[config.mk]
export PLATFORM = sky130hd
export DESIGN_NAME = orv64_halt_ctrl
export DESIGN_NICKNAME = d
export VERILOG_FILES = /design/src/rtl/orv64_typedef_pkg.sv /design/src/rtl/orv64_halt_ctrl.sv
export SDC_FILE = /design/constraint.sdc
export NUM_CORES = 1
export LEC_CHECK = 0
export CAP_MARGIN = 20
export CORE_UTILIZATION = 45
export DETAILED_ROUTE_END_ITERATION = 6
export MAX_ROUTING_LAYER = met4
export PLACE_DENSITY = 0.76
export SYNTH_ARGS = -nofsm -noshare
export SYNTH_HDL_FRONTEND = slang
export SYNTH_SLANG_ARGS = --single-unit
[constraint.sdc]
create_clock -name clk -period 2.45 [get_ports clk]
set_clock_uncertainty 0.2 [all_clocks]
set_input_delay 0.3675 -clock clk [delete_from_list [all_inputs] [get_ports clk]]
set_output_delay 0.3675 -clock clk [all_outputs]
set_load 0.03 [all_outputs]
[src/rtl/orv64_typedef_pkg.sv]
// Shared orv64 types for the debug halt controller.
//   orv64_halt_state_e : halt controller FSM states
//   orv64_halt_cause_e : reason for the current/last halt, reported to the debug module
package orv64_typedef_pkg;

    typedef enum logic [1:0] {
        ORV64_HALT_RUN  = 2'd0,
        ORV64_HALT_PEND = 2'd1,
        ORV64_HALTED    = 2'd2,
        ORV64_HALT_STEP = 2'd3
    } orv64_halt_state_e;

    typedef enum logic [1:0] {
        ORV64_CAUSE_NONE       = 2'd0,
        ORV64_CAUSE_BREAKPOINT = 2'd1,
        ORV64_CAUSE_DEBUG_REQ  = 2'd2,
        ORV64_CAUSE_STEP       = 2'd3
    } orv64_halt_cause_e;

    localparam logic [31:0] ORV64_HALT_CYCLES_MAX = 32'hFFFF_FFFF;

endpackage

[src/rtl/orv64_halt_ctrl.sv]
// Debug halt controller for the orv64 core.
// Takes the breakpoint stall level and debug-module requests and runs the
// halt / resume / single-step handshake against the pipeline.
//
// Ports:
//   clk, rst_n         core clock, synchronous active-low reset
//   bp_stall           breakpoint match level
//   dbg_halt_req       halt request level from the debug module
//   dbg_resume_req     one-cycle resume pulse
//   dbg_step_req       one-cycle step pulse, qualifies dbg_step_cnt
//   dbg_step_cnt       instructions to retire per step
//   wb_valid           instruction retired this cycle
//   pipe_drained       pipeline empty and frozen
//   pipe_halt          hold fetch / drain pipeline
//   pipe_resume        one-cycle restart pulse
//   halted, halt_ack   halt status and entry pulse
//   halt_cause         NONE / BREAKPOINT / DEBUG_REQ / STEP
//   halt_cycles        saturating length of current/last HALTED episode
//   step_remaining     retirements left in the active step
//
// state     | meaning
// ----------+-----------------------------------------------
// RUN       | core executing normally
// HALT_PEND | fetch held, waiting for the pipeline to drain
// HALTED    | core frozen, counting halted cycles
// STEP      | executing a bounded number of retirements
module orv64_halt_ctrl
    import orv64_typedef_pkg::*;
#(
    parameter int unsigned STEP_CNT_W = 16
) (
    input  logic                  clk,
    input  logic                  rst_n,
    input  logic                  bp_stall,
    input  logic                  dbg_halt_req,
    input  logic                  dbg_resume_req,
    input  logic                  dbg_step_req,
    input  logic [STEP_CNT_W-1:0] dbg_step_cnt,
    input  logic                  wb_valid,
    input  logic                  pipe_drained,
    output logic                  pipe_halt,
    output logic                  pipe_resume,
    output logic                  halted,
    output logic                  halt_ack,
    output logic [1:0]            halt_cause,
    output logic [31:0]           halt_cycles,
    output logic [STEP_CNT_W-1:0] step_remaining
);

    orv64_halt_state_e     r_state;
    orv64_halt_cause_e     r_cause;
    logic                  r_bp_mask;
    logic                  r_pipe_resume;
    logic                  r_halt_ack;
    logic [31:0]           r_halt_cycles;
    logic [STEP_CNT_W-1:0] r_step_rem;

    logic                  w_bp_eff;
    logic                  w_halt_src;
    logic                  w_do_resume;
    logic                  w_do_step;
    logic                  w_step_last;
    orv64_halt_cause_e     w_src_cause;

    // The mask keeps the breakpoint that caused the halt from re-firing
    // until the instruction it matched has actually retired.
    assign w_bp_eff    = bp_stall & ~r_bp_mask;
    assign w_halt_src  = dbg_halt_req | w_bp_eff;
    assign w_src_cause = dbg_halt_req ? ORV64_CAUSE_DEBUG_REQ : ORV64_CAUSE_BREAKPOINT;

    // A held halt request blocks both resume and step; resume beats step.
    assign w_do_resume = (r_state == ORV64_HALTED) & dbg_resume_req & ~dbg_halt_req;
    assign w_do_step   = (r_state == ORV64_HALTED) & ~dbg_resume_req & dbg_step_req
                       & ~dbg_halt_req & (dbg_step_cnt != '0);
    assign w_step_last = wb_valid & (r_step_rem == STEP_CNT_W'(1));

    always_ff @(posedge clk) begin
        if (!rst_n) begin
            r_state       <= ORV64_HALT_RUN;
            r_cause       <= ORV64_CAUSE_NONE;
            r_bp_mask     <= 1'b0;
            r_pipe_resume <= 1'b0;
            r_halt_ack    <= 1'b0;
            r_halt_cycles <= '0;
            r_step_rem    <= '0;
        end else begin
            r_pipe_resume <= w_do_resume | w_do_step;
            r_halt_ack    <= 1'b0;

            if (w_do_resume | w_do_step) begin
                r_bp_mask <= 1'b1;
            end else if (wb_valid) begin
                r_bp_mask <= 1'b0;
            end

            case (r_state)
                ORV64_HALT_RUN: begin
                    if (w_halt_src) begin
                        r_state <= ORV64_HALT_PEND;
                        r_cause <= w_src_cause;
                    end
                end
                ORV64_HALT_PEND: begin
                    if (pipe_drained) begin
                        r_state       <= ORV64_HALTED;
                        r_halt_ack    <= 1'b1;
                        r_halt_cycles <= '0;
                    end
                end
                ORV64_HALTED: begin
                    if (r_halt_cycles != ORV64_HALT_CYCLES_MAX) begin
                        r_halt_cycles <= r_halt_cycles + 32'd1;
                    end
                    if (w_do_resume) begin
                        r_state <= ORV64_HALT_RUN;
                        r_cause <= ORV64_CAUSE_NONE;
                    end else if (w_do_step) begin
                        r_state    <= ORV64_HALT_STEP;
                        r_cause    <= ORV64_CAUSE_NONE;
                        r_step_rem <= dbg_step_cnt;
                    end
                end
                ORV64_HALT_STEP: begin
                    // A retirement coinciding with a halt source is still
                    // counted; finishing the step wins unless debug asked.
                    if (w_halt_src | w_step_last) begin
                        r_state    <= ORV64_HALT_PEND;
                        r_step_rem <= '0;
                        r_cause    <= (w_step_last & ~dbg_halt_req) ? ORV64_CAUSE_STEP
                                                                    : w_src_cause;
                    end else if (wb_valid) begin
                        r_step_rem <= r_step_rem - STEP_CNT_W'(1);
                    end
                end
                default: r_state <= ORV64_HALT_RUN;
            endcase
        end
    end

    assign pipe_halt      = (r_state == ORV64_HALT_PEND) | (r_state == ORV64_HALTED);
    assign halted         = (r_state == ORV64_HALTED);
    assign pipe_resume    = r_pipe_resume;
    assign halt_ack       = r_halt_ack;
    assign halt_cause     = r_cause;
    assign halt_cycles    = r_halt_cycles;
    assign step_remaining = r_step_rem;

endmodule

==> results.toml <==
[floorplanning]
ios = 78
fp.dieH_um = 86.8
coreArea_um2 = 6870
rows = 30
die_area_um2 = 7540
dieWidth_um = 86.8
initial_utilization_pct = 47.1

[pwr]
swShare_pct = 34.6
clkPwrFrac_pct = 25.5
powerDensity_nw_per_um2 = 606
peakVddDrop_mv = 0.303
switchingPower_mw = 0.976
power_frac_seq_pct = 35.2
combPwrFrac_pct = 39.3
cell_internal_pwr_mw = 1.85
leakagePower_nw = 1.60

[drt]
post_drt_via_cell_ratio = 6.03
drt_pass1_iterations = 4
dr_total_vias = 3708
drt_iter0_markers = 219
drt_wl_total_um = 10200
antenna_left = 0
drc = 0
wire_per_inst_um = 16.6

[hold_path]
worstHoldPathType = "reg2reg"

[synthesis]
synth_ff_type = "dfxtp_1"
synthTopCellsByArea = "dfxtp_1, a21oi_1, nand2_1, nand3_1, ha_1"
syn_inst = 407
yosysTopAreaCellShare_pct = 34.0
synthTopCellsByCount = "dfxtp_1, a21oi_1, nand2_1"
synth_top_area_cell = "dfxtp_1"
synth.avg_cell_area_um2 = 7.95
synthDistinctLibCells = 56
async_flop_share_pct = 0
synth_seq_cells = 55
yosysWarningCount = 0
synth-seq-area-share_pct = 34.0
yosysMostFrequentCell = "dfxtp_1"
synth_nets = 439
synth_edf_count = 0
syn-cell-area_um2 = 3240

[status]
status = "complete, no violations"

[setup_path]
crit_fanout = 20
critPathLaunchType = "flop"
max_stage_delay_ns = 0.44
crit_path_cell_trace = "nor4_1 > nand4_1 > o21a_2 > buf_12 > nor3_4 > mux2i_2"
cpMaxStageDelayCell = "nor4_1"
cp.arrival_ns = 2.40
end_kind = "flop"
path_class = "reg2reg"
critPathRequiredTime_ns = 2.47

[sta]
setup_viol = 0
slew_viol_final = 0
fin_crit_sh_pct = 97.1
hold_viol = 0
whs_ns = 0.270
tightest_slew_ns = 0.590
slew_headroom_pct = 60.3
period_needed_ns = 2.38
clock.fmax_ghz = 0.421

[clocking]
cts_tree = "built"
cts_root_buf = "clkbuf_8"
cts.sinks = 55
numCtsBuffers = 5
clk_pin_slew_ns = 0.10
clock_latency_ns = 0.31
ctsLongestPathBuffers = 2
htree_levels = 2

[global_routing]
overflow = 0
track_usage_pct = 28.9
grt_max_degree = 28
grt_antenna_before_repair = 0
grt_pass1_vias = 3552
grt_pass1_wl_um = 16700

[job]
maxCapViolCount = 0

[place]
globalplace.congestion = 0.958
dp_hpwl_um = 7470
numPortBuffers = 77

[finish]
fin_nets = 550
antenna_cells = 0
fillers = 575
syn2layout_area_growth_pct = 44.0
utilization_pct = 67.9
ff_latch_area_um2 = 1120
multi_input_area_um2 = 2100
drive_gt1_share_pct = 17.0
cells in the final DEF, fill, tap and decap left out, drive strengths merged, types with 5 or more instances in the layout:
cell type | Yosys | final
o32ai | 6 | 6
buf | 3 | 43
o31ai | 13 | 13
o21ai | 13 | 13
nand2 | 42 | 42
xnor2 | 10 | 10
nor2 | 17 | 17
nand4 | 16 | 16
nand2b | 6 | 6
and2 | 5 | 5
a22oi | 5 | 5
inv | 17 | 17
ha | 8 | 8
clkbuf | 13 | 6
mux2i | 6 | 6
dfxtp | 55 | 55
or3 | 9 | 9
or4 | 11 | 11
nor4 | 11 | 11
clkdlybuf4s50 | 0 | 77
a2111oi | 5 | 5
nor3 | 11 | 11
a21oi | 49 | 49
nand3 | 22 | 22
worst max-delay path, delay by kind of cell (launching register included):
family | cells | cell delay (ns)
buf+inv | 1 | 0.17
simple gates | 3 | 0.94
flops | 1 | 0.37
mux | 1 | 0.29
compound gates | 1 | 0.31
metal layers:
| layer | vias to the layer above | track usage [%] | part of all wire, % |
|---|---|---|---|
| met4 | 0 | 10.8 | 1.4 |
| met3 | 15 | 4.00 | 5.5 |
| met5 | - | - | 0 |
| li1 | 1778 | - | - |
| met2 | 146 | 46.5 | 48 |
| met1 | 1769 | 36.7 | 45 |
state kept, by name, summed over array words and instances, names as in the netlist:
name,count
r_state,2
halt_cycles,32
pipe_resume,1
step_remaining,16
halt_ack,1
halt_cause,2
r_bp_mask,1
power groups by stage:
stage	registers (mW)	logic (mW)	clock network [mW]
5_1_grt	1.00	1.19	0.761
3_5_place_dp	1.01	1.01	0
4_1_cts	0.990	1.02	0.726
6_report	0.995	1.11	0.720
3_3_place_gp	1.01	0.982	0
2_1_floorplan	1.08	0.548	0
logic make-up after synthesis:
logic type	Yosys count	share of synthesized area [%]
AND/OR/NAND/NOR	168	28.1
AO/OA/AOI/OAI	125	25.7
flip-flops	55	34.0
buffers and inverters	34	4.14
XOR/XNOR	10	2.71
adder cells (fa/ha/maj)	8	3.09
multiplexers	7	2.20
layout make-up:
cell class / instances / share of cell area [%]
Multi-Input combinational cell: 318 / 45.1
Sequential cell: 55 / 24.0
Timing Repair Buffer: 120 / 24.0
Tap cell: 96 / 2.58
Clock buffer: 6 / 1.56
Inverter: 18 / 1.45
Clock inverter: 2 / 1.29
timing repair:
action                     CTS  global route
setup endpoints to repair    3            33
gates resized for setup      2            22
buffers inserted             0             3
hold buffers                 0             0
pin swaps                    0             2
worst paths after layout:
check | from | end | slack, ns | depth (start not counted)
max | step_remaining[14] | r_state[0] | 0.07 | 6
min | halt_cause[1] | halt_cause[1] | 0.27 | 2
max reg2reg | step_remaining[14] | r_state[0] | 0.07 | 6
min reg2reg | halt_cause[1] | halt_cause[1] | 0.27 | 2
stage by stage:
step / power, mW / setup TNS, ns / instances / worst slack, ns / area (um^2)
global route: 2.95 / -0.000282 / 615 / -0.000282 / 4660
global placement: 1.99 / 0 / 604 / 0.0286 / 4390
floorplan: 1.63 / 0 / 407 / 0.0116 / 3260
finish: 2.82 / 0 / 615 / 0.0722 / 4660
detailed placement: 2.02 / -0.0950 / 604 / -0.0787 / 4390
CTS: 2.74 / 0 / 612 / 0.0272 / 4540
Note: power is estimated with default switching activity, not from simulation.
